File: config.mk
export PLATFORM = sky130hd
export DESIGN_NAME = code_lock_ctrl
export DESIGN_NICKNAME = d
export VERILOG_FILES = /design/src/rtl/code_lock_ctrl.sv
export SDC_FILE = /design/constraint.sdc
export NUM_CORES = 1
export LEC_CHECK = 0
export ABC_AREA = 1
export CORE_ASPECT_RATIO = 0.75
export CORE_MARGIN = 4
export CORE_UTILIZATION = 55
export CTS_BUF_LIST = sky130_fd_sc_hd__clkbuf_4 sky130_fd_sc_hd__clkbuf_8
export CTS_CLUSTER_DIAMETER = 120
export CTS_CLUSTER_SIZE = 30
export DETAILED_ROUTE_END_ITERATION = 7
export PLACE_DENSITY = 0.76
export SETUP_SLACK_MARGIN = 0.2
export SYNTH_ARGS = -nofsm -noshare
export SYNTH_HDL_FRONTEND = slang
export SYNTH_SLANG_ARGS = --single-unit
File: constraint.sdc
create_clock -name clk -period 4.5 [get_ports clk]
set_input_delay 1.35 -clock clk [delete_from_list [all_inputs] [get_ports clk]]
set_output_delay 1.35 -clock clk [all_outputs]
set_load 0.05 [all_outputs]
File: src/rtl/code_lock_ctrl.sv
// Keypad code-lock controller: buffers entered digits, compares them against an
// internally stored code, and manages the unlock window, in-window code
// reprogramming, consecutive-failure counting and the timed alarm lockout.
module code_lock_ctrl #(
    parameter int                            DIGIT_W        = 4,
    parameter int                            CODE_LEN       = 4,
    parameter logic [DIGIT_W*CODE_LEN-1:0]   DEFAULT_CODE   = 16'h1234,
    parameter int                            MAX_FAILS      = 3,
    parameter int                            UNLOCK_CYCLES  = 8,
    parameter int                            LOCKOUT_CYCLES = 16
) (
    input  logic                             clk,
    input  logic                             rst_n,
    input  logic                             digit_vld,
    input  logic [DIGIT_W-1:0]               digit,
    input  logic                             enter,
    input  logic                             cancel,
    output logic                             open,
    output logic                             alarm,
    output logic [$clog2(CODE_LEN+1)-1:0]    entered_cnt,
    output logic [$clog2(MAX_FAILS+1)-1:0]   fail_cnt,
    output logic                             pw_updated,
    output logic [2:0]                       state_o
);

    localparam int CODE_W  = DIGIT_W * CODE_LEN;
    localparam int CNT_W   = $clog2(CODE_LEN + 1);
    localparam int FAIL_W  = $clog2(MAX_FAILS + 1);
    localparam int TMR_MAX = (UNLOCK_CYCLES > LOCKOUT_CYCLES) ? UNLOCK_CYCLES : LOCKOUT_CYCLES;
    localparam int TMR_W   = $clog2(TMR_MAX);

    localparam logic [CNT_W-1:0]  CNT_FULL     = CNT_W'(CODE_LEN);
    localparam logic [FAIL_W-1:0] FAIL_LIMIT   = FAIL_W'(MAX_FAILS);
    localparam logic [TMR_W-1:0]  TMR_UNLOCK   = TMR_W'(UNLOCK_CYCLES - 1);
    localparam logic [TMR_W-1:0]  TMR_LOCKOUT  = TMR_W'(LOCKOUT_CYCLES - 1);

    typedef enum logic [2:0] {
        ST_IDLE    = 3'd0,
        ST_CHECK   = 3'd1,
        ST_OPEN    = 3'd2,
        ST_SETPW   = 3'd3,
        ST_LOCKOUT = 3'd4
    } state_t;

    state_t              r_state;
    logic                r_open;
    logic                r_alarm;
    logic [CNT_W-1:0]    r_cnt;
    logic [FAIL_W-1:0]   r_fail;
    logic                r_pw_updated;
    logic [CODE_W-1:0]   r_buf;
    logic [CODE_W-1:0]   r_stored;
    logic [TMR_W-1:0]    r_timer;

    logic                w_cnt_full;
    logic                w_timer_zero;
    logic [CODE_W-1:0]   w_buf_shift;
    logic [FAIL_W-1:0]   w_fail_inc;
    logic [TMR_W-1:0]    w_timer_dec;

    // Shift-in of the new digit keeps the most recent CODE_LEN digits, first digit ending in the MSBs.
    assign w_buf_shift  = CODE_W'({r_buf, digit});
    assign w_cnt_full   = (r_cnt == CNT_FULL);
    assign w_timer_zero = (r_timer == '0);
    assign w_fail_inc   = r_fail + FAIL_W'(1);
    assign w_timer_dec  = r_timer - TMR_W'(1);

    // Controller FSM with all outputs held in registers; strobe priority is cancel > enter > digit_vld.
    always_ff @(posedge clk or negedge rst_n) begin
        if (!rst_n) begin
            r_state      <= ST_IDLE;
            r_open       <= 1'b0;
            r_alarm      <= 1'b0;
            r_cnt        <= '0;
            r_fail       <= '0;
            r_pw_updated <= 1'b0;
            r_buf        <= '0;
            r_timer      <= '0;
            // NOTE: the stored code is an ordinary register with a reset value, not a RAM, so resetting it is legal and cheap.
            r_stored     <= DEFAULT_CODE;
        end else begin
            // NOTE: every state register uses <= so all branches see the pre-edge values regardless of statement order.
            r_pw_updated <= 1'b0;
            case (r_state)
                ST_IDLE: begin
                    if (cancel) begin
                        r_buf <= '0;
                        r_cnt <= '0;
                    end else if (enter) begin
                        r_state <= ST_CHECK;
                    end else if (digit_vld && !w_cnt_full) begin
                        r_buf <= w_buf_shift;
                        r_cnt <= r_cnt + CNT_W'(1);
                    end
                end
                ST_CHECK: begin
                    r_buf <= '0;
                    r_cnt <= '0;
                    if (w_cnt_full && (r_buf == r_stored)) begin
                        r_state <= ST_OPEN;
                        r_open  <= 1'b1;
                        r_alarm <= 1'b0;
                        r_fail  <= '0;
                        r_timer <= TMR_UNLOCK;
                    end else begin
                        r_fail <= w_fail_inc;
                        if (w_fail_inc == FAIL_LIMIT) begin
                            r_state <= ST_LOCKOUT;
                            r_alarm <= 1'b1;
                            r_timer <= TMR_LOCKOUT;
                        end else begin
                            r_state <= ST_IDLE;
                        end
                    end
                end
                ST_OPEN: begin
                    if (enter) begin
                        r_state <= ST_SETPW;
                        r_open  <= 1'b0;
                        r_buf   <= '0;
                        r_cnt   <= '0;
                        r_timer <= TMR_UNLOCK;
                    end else if (w_timer_zero) begin
                        r_state <= ST_IDLE;
                        r_open  <= 1'b0;
                    end else begin
                        r_timer <= w_timer_dec;
                    end
                end
                ST_SETPW: begin
                    if (cancel) begin
                        r_state <= ST_IDLE;
                        r_buf   <= '0;
                        r_cnt   <= '0;
                    end else if (enter && w_cnt_full) begin
                        r_stored     <= r_buf;
                        r_pw_updated <= 1'b1;
                        r_state      <= ST_IDLE;
                        r_buf        <= '0;
                        r_cnt        <= '0;
                    end else if (w_timer_zero) begin
                        r_state <= ST_IDLE;
                        r_buf   <= '0;
                        r_cnt   <= '0;
                    end else begin
                        r_timer <= w_timer_dec;
                        if (!enter && digit_vld && !w_cnt_full) begin
                            r_buf <= w_buf_shift;
                            r_cnt <= r_cnt + CNT_W'(1);
                        end
                    end
                end
                ST_LOCKOUT: begin
                    if (w_timer_zero) begin
                        r_state <= ST_IDLE;
                        r_fail  <= '0;
                    end else begin
                        r_timer <= w_timer_dec;
                    end
                end
                default: begin
                    r_state <= ST_IDLE;
                    r_open  <= 1'b0;
                    r_alarm <= 1'b0;
                    r_cnt   <= '0;
                    r_fail  <= '0;
                    r_buf   <= '0;
                    r_timer <= '0;
                end
            endcase
        end
    end

    assign open        = r_open;
    assign alarm       = r_alarm;
    assign entered_cnt = r_cnt;
    assign fail_cnt    = r_fail;
    assign pw_updated  = r_pw_updated;
    assign state_o     = r_state;

endmodule

==> out/qor.yml, run 1 <==
status: "finished clean"
p_sw_mw: 0.602
max_stage_delay_ns: 0.84
synthArstFlopShare_pct: 100
path_delay_family: "buffers and inverters"
switching_share_pct: 41.1
crit_cells: 1
seqCellArea_um2: 1180
cellLeakagePower_nw: 1.45
synth_nets: 338
final_layout_size_suffix_gt1_share_pct: 16.4
max-slew-margin-rel_pct: 29.6
drtIter0Drc: 157
powerDensity_nw_per_um2: 503
die_x_um: 87.1
finalHoldViolations: 0
hold_buffers: 0
clk_latency_ns: 0.30
design.core.area_um2: 4490
hold_path_class: "flop to flop"
synthTopCellsByCount: "nand2_1, inv_1, dfrtp_1, o21ai_0, nor2_1"
die_h_um: 67.3
fin_cells: 404
totalWireLength_um: 5030
synth_xor_area_share_pct: 0.679
fin_skew_ns: 0.00685
rows: 21
ios: 20
synth_top_family_by_area: "simple AND/OR/NAND/NOR gates"
grt_pass1_wl_um: 8830
crit_start: "state_o[0]"
synth-edff-count: 0
clockBufferDepth: 2
fill_cells: 387
critical_path_arrival_ns: 1.62
cts_buffers: 5
p_int_mw: 0.861
period_minus_slack_ns: 2.97
fmax_mhz: 337
yosysSeqAreaShare_pct: 45.8
yosys.area.top_type_share_pct: 40.7
drcViolationCount: 0
antenna_found_initial: 0
cp-start-kind: "flop"
maxCapViolations: 0
cp_num_buf_inv: 1
power_frac_comb_pct: 41.0
grt_pass1_vias: 1868
synth_area_leader_cell: "dfrtp_1"
dp_hpwl_um: 3680
cts_resized: 0
yosysMostFrequentCell: "nand2_1"
cts_tree: "yes"
initial_utilization_pct: 57.4
setup_tns_ns: 0
clock-root-buffer: "clkbuf_8"
yosys.area_share.simple_pct: 26.6
synth_fa_ha_area_share_pct: 1.94
numClockSinks: 47
vias_per_cell: 5.06
crit_slowest_cell: "clkdlybuf4s50_1"
slew_violations: 0
netlist_instances: 325
synth_mux_area_share_pct: 0
synth_cell_types: 35
synth_compound_area_share_pct: 13.8
cts_setup_buffers: 0
vias: 2045
antenna_cells: 0
overflow: 0
gp_congestion: 0.821
final_util_pct: 64.7
yosysWarnings: 0
ant_nets: 0
crit_type: "flop to output port"
syn2layout_area_growth_pct: 12.7
rr_startpoint: "entered_cnt[0]"
multi_input_area_um2: 1110
total_power_mw: 1.46
period_share_pct: 65.9
cp_max_fo: 5
wl_per_cell_um: 12.4
synth_seq_cells: 47
required_ns: 3.15
crit_end: "state_o[0]"
hold_ws_ns: 0.480
path_clk_slew_ns: 0.09
power_frac_seq_pct: 37.1
setup_viol: 0
avgSynthCellArea_um2: 7.94
nNetsFinal: 359
grt_max_degree: 48
port_buffers: 19
rsz0062_at_grt: "false"
dieArea_um2: 5860
reg2regPathDepth: 12
grt_util_all_layers_pct: 19.5
tightest_slew_ns: 1.06
clock_power_share_pct: 21.9
ff2ff_setup_slack_ns: 2.29
path_cells: "clkdlybuf4s50_1"
endpoint_kind: "output port"
dp.cells: 396
htree_levels: 2
ir_drop_mv: 0.405
reg2reg_to: "r_buf[5]"
synthTopCellsByArea: "dfrtp_1, nand2_1, inv_1"
synth_area_um2: 2580
ys.flop_type: "dfrtp_1"
dr.pass1.iters: 4
## power groups by stage
stage	sequential, mW	clock [mW]	combinational, mW
3_3_place_gp	0.550	0	0.594
3_5_place_dp	0.551	0	0.598
2_1_floorplan	0.615	0	0.408
4_1_cts	0.543	0.327	0.603
6_report	0.543	0.320	0.600
5_1_grt	0.553	0.346	0.675
## registers in the layout, indices dropped and copies added (netlist names)
signal and count:
r_timer 4, state_o 3, r_stored 16, alarm 1
open 1, r_buf 16, pw_updated 1, fail_cnt 2
entered_cnt 3
## area by class of cell
class                           count  share of cell area, %
Inverter                           60                   8.22
Timing Repair Buffer               20                   6.62
Clock buffer                        7                   2.88
Clock inverter                      1                   1.03
Multi-Input combinational cell    212                   38.2
Sequential cell                    47                   40.6
Tap cell                           57                   2.45
## placed cells by master, fill, tap and decap left out, types with 2 or more instances in the layout
| cell | netlist | final |
|---|---|---|
| nand3_2 | 5 | 5 |
| clkdlybuf4s50_1 | 0 | 18 |
| nor2_1 | 21 | 21 |
| clkbuf_4 | 0 | 2 |
| clkbuf_8 | 0 | 5 |
| dfrtp_1 | 42 | 42 |
| nand3_1 | 16 | 16 |
| nand4_1 | 2 | 2 |
| inv_2 | 6 | 6 |
| dfstp_2 | 5 | 5 |
| a21oi_1 | 4 | 4 |
| o22ai_1 | 2 | 2 |
| ha_1 | 4 | 4 |
| nand2_2 | 6 | 6 |
| o21ai_0 | 27 | 27 |
| o21ai_2 | 17 | 17 |
| nand2_1 | 94 | 94 |
| inv_1 | 53 | 53 |
## worst min-delay path by stage
stage,slack (ns),depth (start not counted),endpoint,from
floorplan,0.44,2,r_timer[3],r_timer[3]
global placement,0.46,2,r_timer[3],r_timer[3]
detailed placement,0.47,2,r_timer[3],r_timer[3]
CTS,0.49,2,r_timer[3],r_timer[3]
global route,0.51,2,r_timer[3],r_timer[3]
finish,0.48,2,r_timer[3],r_timer[3]
## cells by family after synthesis
logic type      after synthesis
compound gates               54
buf+inv                      66
xor+xnor                      2
flops                        47
fa+ha+maj                     4
simple gates                152
## metrics by stage
step,cell area (um2),worst slack [ns]
2_1_floorplan,2580,2.24
3_3_place_gp,2800,1.32
3_5_place_dp,2800,1.25
4_1_cts,2910,1.53
5_1_grt,2910,1.43
6_report,2910,1.53
## per-layer routing
metal | GRT usage [%] | part of all wire (%) | up-vias
met5 | 0 | 0 | -
met4 | 4.79 | 1.0 | 0
met3 | 5.61 | 4.9 | 4
met2 | 29.3 | 43 | 52
met1 | 27.9 | 51 | 936
li1 | - | - | 1053
No activity file was read; power rests on OpenSTA's default activity.
==> inputs of run 2 (changes only) <==
Clock period 4.5 ns to 3 ns, I/O delays scaled along.
==> out/qor.yml, run 2 (synthesized netlist as in run 1, its figures left out) <==
status: "finished clean"
numClockSinks: 47  # unchanged
antenna_cells: 0  # unchanged
endpoint_kind: "output port"
htree_levels: 2  # unchanged
path_delay_family: "buffers and inverters"
period_share_pct: 83.9
totalWireLength_um: 5460  # +8.7%
fin_skew_ns: 0.00650  # -0.000345 ns
setup_tns_ns: 0  # unchanged
drtIter0Drc: 165  # +5.1%
initial_utilization_pct: 57.4  # unchanged
syn2layout_area_growth_pct: 14.3
nNetsFinal: 364  # +1.4%
ant_nets: 0  # unchanged
critical_path_arrival_ns: 1.62  # about the same
cp-start-kind: "flop"
dieArea_um2: 5860  # unchanged
path_cells: "clkdlybuf4s50_1"
powerDensity_nw_per_um2: 767  # +53%
final_layout_size_suffix_gt1_share_pct: 17.6  # +1.2 points
vias: 2114  # +3.4%
final_common_cell: "nand2_1"
place_area_um2: 2830  # +1.3%
grt_pass1_vias: 2000  # +7.1%
hold_path_class: "flop to flop"
cellLeakagePower_nw: 1.47  # +1.6%
gp_congestion: 0.872  # +6.2%
setup_viol: 0  # unchanged
antenna_found_initial: 0  # unchanged
grt_util_all_layers_pct: 21.2  # +1.7 points
ios: 20  # unchanged
drcViolationCount: 0  # unchanged
cts_setup_buffers: 0  # unchanged
final_cell_mix: "nand2_1, inv_1, dfrtp_1, o21ai_0, nor2_1"
final_area_um2: 2950  # +1.4%
wl_per_cell_um: 13.4  # +7.4%
die_x_um: 87.1  # unchanged
grt_pass1_wl_um: 9470  # +7.2%
tightest_slew_ns: 0.672  # -0.384 ns
max-slew-margin-rel_pct: 55.2  # +26 points
finalHoldViolations: 0  # unchanged
vias_per_cell: 5.17  # +2.1%
clock-root-buffer: "clkbuf_8"
clk_latency_ns: 0.31  # about the same
ir_drop_mv: 0.593  # +47%
design.core.area_um2: 4490  # unchanged
fmax_mhz: 397
cp_max_fo: 5  # unchanged
period_minus_slack_ns: 2.52
crit_type: "flop to output port"
required_ns: 2.10  # -1.05 ns
maxCapViolations: 0  # unchanged
slew_violations: 0  # unchanged
overflow: 0  # unchanged
crit_slowest_cell: "clkdlybuf4s50_1"
grt_max_degree: 31  # -35%
path_clk_slew_ns: 0.09  # about the same
port_buffers: 19  # unchanged
rows: 21  # unchanged
fill_cells: 378  # -2.3%
cts_tree: "yes"
cts_resized: 0  # unchanged
max_stage_delay_ns: 0.84  # about the same
clockBufferDepth: 2  # unchanged
rsz0062_at_grt: "false"
dp_hpwl_um: 4130  # +12%
cts_buffers: 5  # unchanged
largest_registers: "r_buf: 16 flops, r_stored: 16 flops, r_timer: 4 flops"
hold_buffers: 0  # unchanged
die_h_um: 67.3  # unchanged
dr.pass1.iters: 4  # unchanged
cp_num_buf_inv: 1  # unchanged
## run 2: changes by cell type in the layout (fill, tap and decap cells not counted), sizes merged
cell    delta
clkbuf     -2
clkinv     +1
inv        +1
buf        +5
## run 2: through the flow
step	utilization [%]	hold slack, ns	cells	power [mW]	setup slack [ns]
after floorplan	-	0.442	325	1.53	0.987
after global placement	63.0	0.455	401	1.74	0.606
after detailed placement	63.0	0.464	401	1.77	0.541
after CTS	65.6	0.486	409	2.27	0.467
after global routing	65.6	0.503	409	2.43	0.423
final	65.6	0.484	409	2.26	0.482
## run 2: final cells by class
type	count	area [um2]	area share, %
Multi-Input combinational cell	212	1110	37.6
Clock buffer	5	68.8	2.33
Sequential cell	47	1180	40.1
Timing Repair Buffer	25	230	7.81
Inverter	60	239	8.10
Clock inverter	3	47.5	1.61
Tap cell	57	71.3	2.42
## run 2: routing by layer
| metal | up-vias | GRT usage (%) | share of wire (%) |
|---|---|---|---|
| met5 | - | 0 | 0 |
| met4 | 0 | 6.13 | 1.3 |
| met3 | 8 | 6.10 | 6.4 |
| met1 | 980 | 30.8 | 50 |
| met2 | 60 | 31.0 | 43 |
| li1 | 1066 | - | - |
## run 2: path summary, 6_finish.rpt
path / startpoint / end / slack, ns / cells after the start
setup / recovery: state_o[0] / state_o[0] / 0.48 / 1
hold / removal: alarm / alarm / 0.48 / 2
setup reg to reg: entered_cnt[0] / r_timer[0] / 1.10 / 11
hold reg to reg: alarm / alarm / 0.48 / 2
max in group asynchronous: rst_n / r_stored[9] / 1.72 / 2
min in group asynchronous: rst_n / r_buf[11] / 0.61 / 1
## run 2: power breakdown
part           leakage (nW)  internal (mW)  total, mW  switching [mW]
Sequential            0.581          0.727      0.814          0.0869
Clock                0.0587          0.253      0.493           0.240
Combinational         0.831          0.323      0.957           0.634
Total                  1.47           1.30       2.26           0.960
## run 2: tightest hold or removal path, cell delays in order, from the launching register on
cell,delay [ns]
dfrtp_1,0.35
nand2_1,0.06
nand2_1,0.05
